`src/rtl/joy_pkg.sv`:
```
// joy_pkg: FSM encoding and sizing helpers shared by the
// serial joystick reader and its debounce bank.
package joy_pkg;

  typedef enum logic [1:0] {
    ST_LOAD   = 2'd0,
    ST_LEAD   = 2'd1,
    ST_SHIFT  = 2'd2,
    ST_COMMIT = 2'd3
  } joy_state_t;

  function automatic int clog2(input int value);
    int w;
    w = 1;
    while ((1 << w) < value) w++;
    return w;
  endfunction

  function automatic int frame_len(
    input int lead,
    input int players,
    input int bits
  );
    return lead + players * bits;
  endfunction

endpackage

```
`src/rtl/joy_debounce.sv`:
```
// joy_debounce: per-bit multi-frame filter; q[i] follows raw[i] only when
// raw and the last DEPTH-1 frames agree. Ports: clk, reset, raw, commit -> q, changed.
module joy_debounce
  import joy_pkg::*;
#(
  parameter int WIDTH = 24,
  parameter int DEPTH = 2
) (
  input  logic             clk,
  input  logic             reset,
  input  logic [WIDTH-1:0] raw,
  input  logic             commit,
  output logic [WIDTH-1:0] q,
  output logic             changed
);

  logic [WIDTH-1:0] hi_ok;
  logic [WIDTH-1:0] lo_ok;
  logic [WIDTH-1:0] q_nxt;

  if (DEPTH > 1) begin : g_hist
    logic [WIDTH-1:0] hist [DEPTH-1];

    // hist[0] is the previous frame, older frames further up.
    always_ff @(posedge clk) begin
      if (reset) begin
        for (int d = 0; d < DEPTH-1; d++) hist[d] <= '1;
      end else if (commit) begin
        hist[0] <= raw;
        for (int d = 1; d < DEPTH-1; d++) hist[d] <= hist[d-1];
      end
    end

    always_comb begin
      hi_ok = '1;
      lo_ok = '1;
      for (int d = 0; d < DEPTH-1; d++) begin
        hi_ok = hi_ok & hist[d];
        lo_ok = lo_ok & ~hist[d];
      end
    end
  end else begin : g_nohist
    assign hi_ok = '1;
    assign lo_ok = '1;
  end

  // Set where every frame says released, clear where every frame says pressed.
  assign q_nxt = (q | (raw & hi_ok)) & ~(~raw & lo_ok);

  always_ff @(posedge clk) begin
    if (reset) begin
      q       <= '1;
      changed <= 1'b0;
    end else if (commit) begin
      q       <= q_nxt;
      changed <= (q_nxt != q);
    end else begin
      changed <= 1'b0;
    end
  end

endmodule

```
`src/rtl/joy_serial_reader.sv`:
```
// joy_serial_reader: drives joy_clk/joy_load, shifts in joy_data, debounces into joy_o.
// Ports: clk, reset, joy_data -> joy_clk, joy_load, joy_o, frame_done, joy_changed.
module joy_serial_reader
  import joy_pkg::*;
#(
  parameter int NUM_PLAYERS     = 2,
  parameter int BITS_PER_PLAYER = 12,
  parameter int CLK_DIV         = 32,
  parameter int LEAD_CYCLES     = 2,
  parameter int DEBOUNCE_FRAMES = 2
) (
  input  logic clk,
  input  logic reset,
  input  logic joy_data,
  output logic joy_clk,
  output logic joy_load,
  output logic [NUM_PLAYERS*BITS_PER_PLAYER-1:0] joy_o,
  output logic frame_done,
  output logic joy_changed
);

  localparam int DATA_BITS = NUM_PLAYERS * BITS_PER_PLAYER;
  localparam int FRAME_LEN =
    frame_len(LEAD_CYCLES, NUM_PLAYERS, BITS_PER_PLAYER);
  localparam int HALF = CLK_DIV / 2;
  localparam int DW = clog2(CLK_DIV);
  localparam int BW = clog2(FRAME_LEN);

  logic [DW-1:0] div_cnt;
  logic [DW-1:0] div_nxt;
  logic [BW-1:0] bit_cnt;
  logic          tick;
  joy_state_t    state;
  joy_state_t    state_nxt;
  logic          shift_en;
  logic          commit;
  logic [DATA_BITS-1:0] raw;

  assign div_nxt = (div_cnt == DW'(CLK_DIV-1)) ? '0 : div_cnt + 1'b1;
  assign tick = (div_cnt == DW'(HALF-1));

  always_ff @(posedge clk) begin
    if (reset) state <= ST_LOAD;
    else       state <= state_nxt;
  end

  // bit_cnt names the joy_clk period that the next tick opens.
  always_comb begin
    state_nxt = state;
    unique case (state)
      ST_LOAD:
        if (tick)
          state_nxt = (LEAD_CYCLES > 1) ? ST_LEAD : ST_SHIFT;
      ST_LEAD:
        if (tick && bit_cnt == BW'(LEAD_CYCLES-1))
          state_nxt = ST_SHIFT;
      ST_SHIFT:
        if (tick && bit_cnt == BW'(FRAME_LEN-1))
          state_nxt = ST_COMMIT;
      ST_COMMIT:
        state_nxt = ST_LOAD;
      default:
        state_nxt = ST_LOAD;
    endcase
  end

  always_comb begin
    shift_en = 1'b0;
    commit   = 1'b0;
    unique case (1'b1)
      (state == ST_SHIFT):  shift_en = tick;
      (state == ST_COMMIT): commit   = 1'b1;
      default: ;
    endcase
  end

  always_ff @(posedge clk) begin
    if (reset) begin
      div_cnt    <= '0;
      bit_cnt    <= '0;
      joy_clk    <= 1'b0;
      joy_load   <= 1'b1;
      raw        <= '1;
      frame_done <= 1'b0;
    end else begin
      div_cnt    <= div_nxt;
      joy_clk    <= (div_nxt >= DW'(HALF));
      frame_done <= commit;
      if (tick) begin
        joy_load <= (bit_cnt != '0);
        bit_cnt  <= (bit_cnt == BW'(FRAME_LEN-1)) ? '0 : bit_cnt + 1'b1;
      end
      // Shift right so the first data bit ends up in raw[0].
      if (shift_en)
        raw <= DATA_BITS'({joy_data, raw} >> 1);
    end
  end

  joy_debounce #(
    .WIDTH(DATA_BITS),
    .DEPTH(DEBOUNCE_FRAMES)
  ) u_debounce (
    .clk(clk),
    .reset(reset),
    .raw(raw),
    .commit(commit),
    .q(joy_o),
    .changed(joy_changed)
  );

endmodule

```
`config.mk`:
```
export PLATFORM = sky130hd
export DESIGN_NAME = joy_serial_reader
export DESIGN_NICKNAME = d
export VERILOG_FILES = /design/src/rtl/joy_pkg.sv /design/src/rtl/joy_debounce.sv /design/src/rtl/joy_serial_reader.sv
export SDC_FILE = /design/constraint.sdc
export NUM_CORES = 1
export LEC_CHECK = 0
export BUFFER_PORTS_ARGS = -buffer_cell sky130_fd_sc_hd__buf_2
export CAP_MARGIN = 20
export CORE_ASPECT_RATIO = 1.2
export CORE_UTILIZATION = 59
export DETAILED_ROUTE_END_ITERATION = 10
export GPL_ROUTABILITY_DRIVEN = 0
export HOLD_SLACK_MARGIN = 0.08
export MAX_ROUTING_LAYER = met4
export PLACE_DENSITY = 0.79
export SETUP_SLACK_MARGIN = 0.2
export SLEW_MARGIN = 30
export SYNTH_ARGS = -nofsm -noshare
export SYNTH_HDL_FRONTEND = slang
export SYNTH_HIERARCHICAL = 1
export SYNTH_SLANG_ARGS = --single-unit
```
`constraint.sdc`:
```
create_clock -name clk -period 2.1 [get_ports clk]
set_input_delay 0.42 -clock clk [delete_from_list [all_inputs] [get_ports clk]]
set_output_delay 0.42 -clock clk [all_outputs]
set_load 0.02 [all_outputs]
```
==> run_results.csv <==
group,metric,value,unit
run_status,status,"finished, final reports clean",
synth,async_reset_ff_frac,0,
sta,setup-tns-final,0,ns
synth,synth-seq-cells,87,
clock_tree,post_cts_hold_buffers,0,
synth,syn_nets,460,
sta,timing.final.hold_violations,0,
floorplan,chipHeight,92.3,µm
sta,finalClockSkew,0.00705,ns
pwr,p_int,2.35,mW
setup_path,critPathMaxFanout,9,
synth,synth_enable_flop_cells,24,
synth,synth_top_cells_by_area,"dfxtp_1, edfxtp_1, nand2b_1, a21oi_1, nand3_1",
pwr,vdd.ir_drop.worst,0.551,mV
sta,achievable-frequency,0.565,GHz
synth,synth-seq-area-share,0.494,
cells_and_area,multiInputGateArea,0.00192,mm²
routing,wl_per_cell,14.5,µm
sta,grt_setup_unrepaired,"true",
run,maxCapViolations,0,
floorplan,boundaryPins,31,
synth,synth.largest_area_cell,"dfxtp_1",
cells_and_area,drive_above_1_share,0.131,
routing,dr_total_vias,3262,
synth,syn_area_per_cell,8.99,µm²
sta,maxSlewViolCount,0,
setup_path,worst-endpoint-arrival,2.02,ns
min_path,hold-path-cell-count,3,
setup_path,crit_path_start,"div_cnt[0]",
sta,period_share,0.844,
cells_and_area,register_area,0.00198,mm²
floorplan,floorplan.core_area,0.00649,mm²
setup_path,regToRegEndpoint,"state[0]",
synth,synth.most_common_cell,"dfxtp_1",
sta,setup_viol,0,
cells_and_area,diodes,0,
synth,netlist_top_cells_count,"dfxtp_1, nand2b_1, a21oi_1",
grt,initial_antenna_violation_count,0,
synth,synthDistinctLibCells,36,
sta,worst_hold_slack,0.343,ns
synth,synthesis.yosys.warnings,6,
clock_tree,insertion_delay_of_the_later_clocked_pin_in_the_worst_skew_pair,0.35,ns
pwr,report.power.total,3.02,mW
cells_and_area,syn_to_final_growth,11.4,%
routing,dr.first_iter.drc_count,303,
min_path,hold_path.class,"primary input to register",
routing,routed_wl,8230,µm
clock_tree,cts_tree,"built",
min_path,hp-start,"joy_data",
cells_and_area,nNetsFinal,491,
clock_tree,clock-sinks,87,
synth,synthCells,446,
synth,synth-main-ff-cell,"dfxtp_1",
pwr,p_comb_frac,0.038,
pwr,power_density_over_the_cells,676,mW/mm²
synth,syn_area,0.00401,mm²
sta,post-route-min-period,1.77,ns
place,dp.final_hpwl,5380,µm
place,port-buffer-count,30,
pwr,power.share.clock,0.388,
pwr,total_switching_power,0.668,mW
min_path,whs_endpoint,"raw[23]",
grt,grt_start_max_net_pins,33,
setup_path,criticalPathCategory,"register to register",
grt,first_pass_grt_wire_length,14100,µm
clock_tree,clk_path_buf_depth,2,
pwr,static-leakage-power,1.83,nW
routing,vias_per_cell,5.75,
sta,timing_worst_slew_pin_value,0.652,ns
setup_path,setup.reg_to_reg.worst_slack,0.33,ns
setup_path,worstSetupStartpointType,"register",
cells_and_area,n_fill_cell,526,
sta,timing.slew.headroom,0.565,
clock_tree,cts.reportedPaths.clkPinSlew,0.09,ns
setup_path,r2r-start,"div_cnt[0]",
routing,ant_nets,0,
grt,grt_util_all_layers,0.258,
floorplan,die_x,77.3,µm
routing,drt_pass1_iterations,5,
grt,grt_pass1_vias,3011,
cells_and_area,finalCoreUtilization,0.689,
setup_path,cp-end-kind,"register",
clock_tree,clk_tree_root_cell,"clkbuf_8",
clock_tree,cts_max_level,3,
routing,detailed_route_drc_error_count,0,
floorplan,core.rowCount,32,
pwr,power.share.switching,0.221,
setup_path,r2r.worst_path.cells,8,
floorplan,floorplan.die_area,0.00713,mm²
floorplan,start_util,0.618,
pwr,pwr-share-seq,0.575,
synth,netlist.area_leader.share,0.314,
grt,grt.overflow.total,0,
setup_path,crit_required,2.35,ns
clock_tree,cts_buffers,9,
## worst max-delay path: stages (launching register included)
cell      delay, ns
dfxtp_1        0.36
ha_1           0.19
and3_1         0.23
ha_4           0.17
buf_4          0.17
nor2b_1        0.07
o22ai_2        0.15
a21oi_1        0.09
a311oi_1       0.26
## power by group through the flow
stage,registers (mW),clock network (mW),logic [mW]
4_1_cts,1.74,1.19,0.115
3_5_place_dp,1.78,0,0.114
2_1_floorplan,1.77,0,0.0839
6_report,1.74,1.17,0.114
3_3_place_gp,1.78,0,0.109
5_1_grt,1.74,1.28,0.124
## stage by stage
| stage | setup slack [ns] | std cells | area, µm² |
|---|---|---|---|
| 2_1_floorplan | 0.444 | 446 | 4010 |
| 3_3_place_gp | 0.390 | 551 | 4260 |
| 3_5_place_dp | 0.244 | 551 | 4260 |
| 4_1_cts | 0.229 | 567 | 4460 |
| 5_1_grt | 0.189 | 567 | 4470 |
| 6_report | 0.329 | 567 | 4470 |
## repair_timing
item	in CTS	in global routing
setup buffers	0	0
endpoints found under the setup margin	0	7
gates resized for setup	0	3
## cell usage in the layout (no fill, tap or decap), types with 10 or more instances in the layout
master / count
nor2_1: 27
nand2_1: 51
edfxtp_1: 24
buf_2: 30
o22ai_1: 14
ha_1: 10
nand2b_1: 62
clkbuf_8: 10
buf_4: 11
a21oi_1: 53
o21bai_1: 24
dfxtp_1: 63
nand3_1: 50
## registers in the layout (all words and copies together), names as in the netlist
name,flops
raw,24
u_debounce/g_hist.hist,24
u_debounce/q,24
bit_cnt,5
div_cnt,4
state,2
frame_done,1
joy_clk,1
joy_load,1
u_debounce/changed,1
## per-layer routing
metal	vias to the layer above	GRT usage	wire length (µm)
met5	-	-	0
met4	0	0.0943	142
met3	11	0.0502	294
met2	73	0.406	3900
met1	1553	0.332	3890
li1	1625	-	-
## cell families after synthesis
logic type                 Yosys count  share of synthesized area
AOI/OAI and AO/OA                  105                      0.164
buffers and inverters               28                     0.0296
adders and majority gates           11                     0.0343
and+or+nand+nor                    208                      0.262
xor gates and xnor gates             6                     0.0131
DFF                                 87                      0.494
muxes                                1                    0.00250
## worst max path at each step
stage	endpoint	cells after the start	slack (ns)
floorplan	state[1]	8	0.44
global placement	bit_cnt[1]	6	0.39
detailed placement	state[0]	8	0.24
CTS	state[0]	8	0.23
global route	state[0]	8	0.19
finish	state[0]	8	0.33
## final cells by class
cell class	count	area share
clock inverter	5	0.0129
multi-input combinational	331	0.430
clock buffer	11	0.0316
timing repair buffer	41	0.0521
sequential	87	0.443
tap	85	0.0238
inverter	7	0.00588
(Power assumes the default switching activity.)
